$ cat src/rtl/audio_clkgen.sv
// audio_clkgen: codec power-up sequencer and TDM BICK/LRCK generator.
// Optional AUDIO_CLKGEN_LRCK_PULSE_EN selects one-BICK LRCK pulse mode.
module audio_clkgen #(
  parameter int PDN_CYCLES  = 1024,
  parameter int WAKE_CYCLES = 4096,
  parameter int W           = 32,
  parameter int SLOTS       = 4
) (
  input  logic                     clk_256fs,
  input  logic                     rst,
  output logic                     pdn,
  output logic                     running,
  output logic                     bick,
  output logic                     lrck,
  output logic                     sample_strobe,
  output logic [$clog2(SLOTS)-1:0] slot,
  output logic [$clog2(W)-1:0]     bit_idx
);

  localparam int SW = $clog2(SLOTS);
  localparam int BW = $clog2(W);

  localparam logic [15:0] PDN_LAST =
    16'(PDN_CYCLES - 1);
  localparam logic [15:0] WAKE_LAST =
    16'(WAKE_CYCLES - 1);

  typedef enum logic [1:0] {
    S_PDN,
    S_WAKE,
    S_RUN
  } state_t;

  state_t      state;
  state_t      state_n;
  logic [15:0] timer;
  logic [15:0] timer_n;
  logic [7:0]  cnt;
  logic [7:0]  cnt_n;

  logic          pdn_n;
  logic          run_n;
  logic          bick_n;
  logic          lrck_n;
  logic          strobe_n;
  logic [SW-1:0] slot_n;
  logic [BW-1:0] bit_n;

  // Next state, timers and pin values derived from next cnt so
  // that registered outputs line up with cnt in the same cycle.
  always_comb begin
    state_n = state;
    timer_n = timer + 16'd1;
    cnt_n   = cnt;
    unique case (state)
      S_PDN: begin
        if (timer == PDN_LAST) begin
          state_n = S_WAKE;
          timer_n = '0;
        end
      end
      S_WAKE: begin
        if (timer == WAKE_LAST) begin
          state_n = S_RUN;
          timer_n = '0;
          cnt_n   = '0;
        end
      end
      S_RUN: begin
        timer_n = timer;
        cnt_n   = cnt + 8'd1;
      end
      default: begin
        state_n = S_PDN;
        timer_n = '0;
      end
    endcase

    pdn_n    = (state_n != S_PDN);
    run_n    = (state_n == S_RUN);
    bick_n   = run_n & cnt_n[0];
`ifdef AUDIO_CLKGEN_LRCK_PULSE_EN
    lrck_n   = run_n & (cnt_n[7:1] == 7'd0);
`else
    lrck_n   = run_n & ~cnt_n[7];
`endif
    strobe_n = run_n & (cnt_n == 8'hFF);
    slot_n   = run_n ? cnt_n[BW+1 +: SW] : '0;
    bit_n    = run_n ? cnt_n[1 +: BW] : '0;
  end

  // State, counters and every output pin come straight off flops.
  always_ff @(posedge clk_256fs) begin
    if (rst) begin
      state         <= S_PDN;
      timer         <= '0;
      cnt           <= '0;
      pdn           <= 1'b0;
      running       <= 1'b0;
      bick          <= 1'b0;
      lrck          <= 1'b0;
      sample_strobe <= 1'b0;
      slot          <= '0;
      bit_idx       <= '0;
    end else begin
      state         <= state_n;
      timer         <= timer_n;
      cnt           <= cnt_n;
      pdn           <= pdn_n;
      running       <= run_n;
      bick          <= bick_n;
      lrck          <= lrck_n;
      sample_strobe <= strobe_n;
      slot          <= slot_n;
      bit_idx       <= bit_n;
    end
  end

endmodule

$ cat config.mk
export PLATFORM = sky130hd
export DESIGN_NAME = audio_clkgen
export DESIGN_NICKNAME = d
export VERILOG_FILES = /design/src/rtl/audio_clkgen.sv
export SDC_FILE = /design/constraint.sdc
export NUM_CORES = 1
export LEC_CHECK = 0
export ABC_AREA = 1
export BUFFER_PORTS_ARGS = -buffer_cell sky130_fd_sc_hd__buf_4
export CORE_UTILIZATION = 60
export CTS_BUF_LIST = sky130_fd_sc_hd__clkbuf_2 sky130_fd_sc_hd__clkbuf_4 sky130_fd_sc_hd__clkbuf_8
export CTS_CLUSTER_DIAMETER = 80
export DETAILED_ROUTE_END_ITERATION = 6
export PLACE_DENSITY = 0.87
export SLEW_MARGIN = 20
export SYNTH_ARGS = -nofsm -noshare
export SYNTH_HDL_FRONTEND = slang
export SYNTH_SLANG_ARGS = --single-unit
export TNS_END_PERCENT = 50
$ cat constraint.sdc
create_clock -name clk_256fs -period 2.15 [get_ports clk_256fs]
set_input_delay 0.1075 -clock clk_256fs [delete_from_list [all_inputs] [get_ports clk_256fs]]
set_output_delay 0.1075 -clock clk_256fs [all_outputs]
set_load 0.02 [all_outputs]
# Word-level counts from Yosys, hierarchy flattened
# Cells that the tools add are included.
# totals
ff_bits	38
wordCells	34
in_bits	2
output_inout_bits	12
# op_classes
n_addsub	2
reduce_logical	3
muxes	8
bitwise	5
n_eq_ne	6
# op_table
cell	count
case mux 16 bit (3 select lines)	1
two-way mux 16 bit	2
adder 16 x 1 -> 16 bit, second input constant	1
equality test 16 x 10 -> 1 bit, second input constant	1
equality test 16 x 12 -> 1 bit, second input constant	1
case mux 8 bit (2 select lines)	1
adder 8 x 1 -> 8 bit, second input constant	1
equality test 8 bit, second input constant	1
two-way mux 8 bit	1
case mux 2 bit (3 select lines)	1
equality test 2 bit, second input constant	2
two-way mux 2 bit	2
bitwise AND 1 bit	3
equality test 2 x 1 -> 1 bit, second input constant	1
zero test 2 bit	1
inverter 1 bit	2
nonzero test 2 bit	1
OR reduction 2 bit	1

# Logic depth before layout (Yosys ltp)
# logic_depth
word_depth	6
mapped_depth	14
ltp_nobuf	14

# Least setup slack after synthesis
# OpenSTA, ideal clock, no wires.
# synth_timing
kind	reg-to-reg
startpoint	reg state[1]
endpoint	reg sample_strobe
required_time_ns	2.088
t_arrival_ns	1.506
setup_slack_ns	0.582
period_less_slack_ns	1.568
path_stages_with_launch	13
path_buffers	0
setup_time_ns	0.062
cell_sequence	dfxtp_1 -> inv_1 -> ha_1 -> nand2_1 -> inv_2 -> nand2_1 -> o21bai_1 -> nand2_1 -> inv_2 -> nand2_1 -> nor2_1 -> nand2_1 -> nor2_2
# synth_via
elab_chain_cells	4
elab_cells_between_ends	10
classes_between	eq/ne: 4; mux: 4; bitwise: 1; reduce/logical: 1
# synth_lines
item	line_no	text
start: declaration	34	state_t state;
start signal: assignment	106	state <= state_n;
equality test 2 bit, or another cell as far along	55	unique case (state)
case mux 8 bit (2 select lines) / case mux 2 bit (3 select lines) (equally long branches)	55	
equality test 8 bit / equality test 2 bit (equally long branches)	87, 80	
bitwise AND 1 bit (*)	87	strobe_n = run_n & (cnt_n == 8'hFF);
end signal: assignment	113	sample_strobe <= strobe_n;
end: declaration	15	output logic sample_strobe,
# Mark *: on every way between the ends. The rest lies on a longest branch, timed or not.
# A chain may end at the register's enable or synchronous reset.

# Final worst setup path
# layout_timing
startpoint	reg timer[0]
endpoint	reg timer[12]
# layout_via
elab_chain_cells	3
elab_cells_between_ends	6
classes_between	add/sub: 1; eq/ne: 2; mux: 3
# layout_lines
item	line_no	text
start: declaration	36	logic [15:0] timer;
start signal: assignment	107	timer <= timer_n;
adder 16 x 1 -> 16 bit, or another cell as far along	53	timer_n = timer + 16'd1;
two-way mux 16 bit (on tied branches)	63, 57	
case mux 16 bit (3 select lines) (*)	55	
# Marked as above.

==> flow_metrics.env <==
export IMPL_outcome="completed"
export IMPL_layout_commonest_cell="nand2_1"
export IMPL_post_route_period_util_pct=86.3
export IMPL_rsz0062_at_grt="false"
export IMPL_cts_sinks=38
export IMPL_hold_ws_ns=0.0645
export IMPL_synth_cell_type_count=35
export IMPL_routed_via_count=1528
export IMPL_core_area_um2=3030
export IMPL_htree_levels=2
export IMPL_grt_usage_pct=22.5
export IMPL_powerDensity_nw_per_um2=534
export IMPL_syn_num_nets=259
export IMPL_placed_cells=304
export IMPL_firstDrtPassIters=4
export IMPL_first_global_vias=1401
export IMPL_place_area_um2=2040
export IMPL_drt_iter0_markers=64
export IMPL_layout_common_cells="51 x nand2_1, 38 x dfxtp_1, 36 x nor2_1"
export IMPL_yosys_warnings=0
export IMPL_fmax_ghz=0.539
export IMPL_rr_worst_depth=11
export IMPL_ctsHoldBuffers=0
export IMPL_irDropWorstVdd_uv=465
export IMPL_die_h_um=58.2
export IMPL_synth_area_per_cell_um2=7.59
export IMPL_total_power_mw=1.12
export IMPL_worst_clock_skew_ns=0.00816
export IMPL_synth_top_area_cell="dfxtp_1"
export IMPL_die_width_um=58.2
export IMPL_min_period_ns=1.85
export IMPL_fillCellCount=260
export IMPL_tightest_slew_ns=0.501
export IMPL_gp_congestion=0.979
export IMPL_grt_max_degree=17
export IMPL_start_util_pct=62.7
export IMPL_maxSlewViolCount=0
export IMPL_drc=0
export IMPL_fin_area_um2=2100
export IMPL_cts_path_max_buffers=2
export IMPL_hold_violations=0
export IMPL_diodes=0
export IMPL_ios=14
export IMPL_postCtsSetupBuffers=0
export IMPL_pre_cts_slack_ns=0.270
export IMPL_final_setup_viol_count=0
export IMPL_syn_to_final_growth_pct=10.7
export IMPL_ff2ff_setup_slack_ns=0.30
export IMPL_antenna_found_initial=0
export IMPL_grt_pass1_wl_um=5810
export IMPL_cts_tree="done"
export IMPL_synth_top_cells_by_area="dfxtp_1 40%, nand2_1 10%, nor2_1 7.1%, inv_1 4.9%, ha_1 4.6%"
export IMPL_path_max_fanout=12
export IMPL_root_buffer="clkbuf_4"
export IMPL_power_leakage_nw=0.939
export IMPL_vias_per_cell=4.90
export IMPL_syn_instance_count=250
export IMPL_critPathArrivalTime_ns=2.10
export IMPL_dp_hpwl_um=2560
export IMPL_fin_cells=312
export IMPL_clk_latency_ns=0.33
export IMPL_synth_edf_count=0
export IMPL_yosys_area_top_type_share_pct=40.1
export IMPL_synth_ff_type="dfxtp_1"
export IMPL_cp_required_ns=2.40
export IMPL_fin_nets=276
export IMPL_cts_buffers_inserted=5
export IMPL_critPathKind="flop to flop"
export IMPL_slew_headroom_pct=66.6
export IMPL_whs_endpoint="timer[14]$_SDFFE_PP0P_"
export IMPL_finalWorstSetupSlack_ns=0.295
export IMPL_crit_path_start_kind="flop"
export IMPL_wirelength_um=3350
export IMPL_holdPathStages=2
export IMPL_yosysSeqAreaShare_pct=40.1
export IMPL_ant_nets=0
export IMPL_hp_class="primary input to flop"
export IMPL_io_buffers=13
export IMPL_drive_gt1_share_pct=22.0
export IMPL_ys_ff_latch=38
export IMPL_min_from="rst"
export IMPL_die_area_um2=3390
export IMPL_rows=20
export IMPL_fin_tns_setup_ns=0
export IMPL_post_route_util_pct=69.4
export IMPL_async_flop_share_pct=0
export IMPL_netlist_area_um2=1900
export IMPL_overflow=0
export IMPL_clk_pin_slew_ns=0.11
export IMPL_wl_per_cell_um=10.7
export IMPL_maxCapViolCount=0
export IMPL_reg2reg_from="timer[0]$_SDFFE_PP0P_"
export IMPL_cp_end_kind="flop"
export IMPL_cts_resized=0
export IMPL_r2r_end="timer[12]$_SDFFE_PP0P_"
## metal layers
layer  routed length (um)  track usage [%]  vias up
met5                    0                0        -
met4                   65             9.18        0
met3                   91             4.24        7
met2                 1620             38.4       19
met1                 1580             27.9      690
li1                     -                -      812
## power breakdown
group / total, mW / switching (mW) / internal (mW)
clock: 0.389 / 0.218 / 0.171
combinational: 0.0206 / 0.0136 / 0.00696
sequential: 0.712 / 0.00380 / 0.708
total: 1.12 / 0.235 / 0.887
## sequential cells by signal, indices dropped and copies added, names as in the netlist
signal and cells:
lrck 1, slot 2, bit_idx 5, timer 16, pdn 1, state 2
bick 1, sample_strobe 1, cnt 8, running 1
## final cells by class
type	count	area, um^2	area share (%)
inverters	34	131	6.25
flip-flops and latches	38	761	36.2
repair buffers	14	105	5.00
well taps	44	55.1	2.62
clock inverters	1	5.00	0.238
clock buffers	7	58.8	2.80
multi-input cells	174	985	46.9
## how the worst max path moves through the flow
stage / start / end / slack [ns] / cells past startpoint
global route: state[1]$_SDFF_PP0_ / sample_strobe$_SDFF_PP0_ / 0.02 / 12
floorplan: state[1]$_SDFF_PP0_ / sample_strobe$_SDFF_PP0_ / 0.58 / 12
global placement: timer[0]$_SDFFE_PP0P_ / timer[12]$_SDFFE_PP0P_ / 0.36 / 11
detailed placement: timer[0]$_SDFFE_PP0P_ / timer[12]$_SDFFE_PP0P_ / 0.27 / 11
finish: timer[0]$_SDFFE_PP0P_ / timer[12]$_SDFFE_PP0P_ / 0.30 / 11
CTS: timer[0]$_SDFFE_PP0P_ / timer[12]$_SDFFE_PP0P_ / 0.26 / 11
## cell families (layout without fill, tap and decap cells)
group	after synthesis	in the layout	synth area share, %
buffers and inverters	38	56	8.04
DFF	38	38	40.1
xor gates and xnor gates	9	9	4.15
adders and majority gates	7	7	4.61
AOI/OAI and AO/OA	20	20	6.13
and+or+nand+nor	138	138	37.0
## cells in the mapped netlist (3+ instances only)
cell type  count
a211oi_1       3
a21oi_1       12
dfxtp_1       38
ha_1           7
inv_1         25
inv_2          7
nand2_1       51
nand2_2        3
nand2_4        4
nand3_1       12
nand4_1        4
nor2_1        36
nor2_2        11
xnor2_1        3
xor2_1         6
## worst max-delay path: stages (launching register included)
cell	delay [ns]
dfxtp_1	0.38
ha_1	0.17
nand2_1	0.06
inv_2	0.08
nand2_4	0.08
nor2_8	0.14
nand2_4	0.06
nand2_4	0.10
nand2_1	0.07
o21ai_2	0.41
or2_1	0.17
inv_1	0.03
No activity file was read; power rests on OpenSTA's default activity.
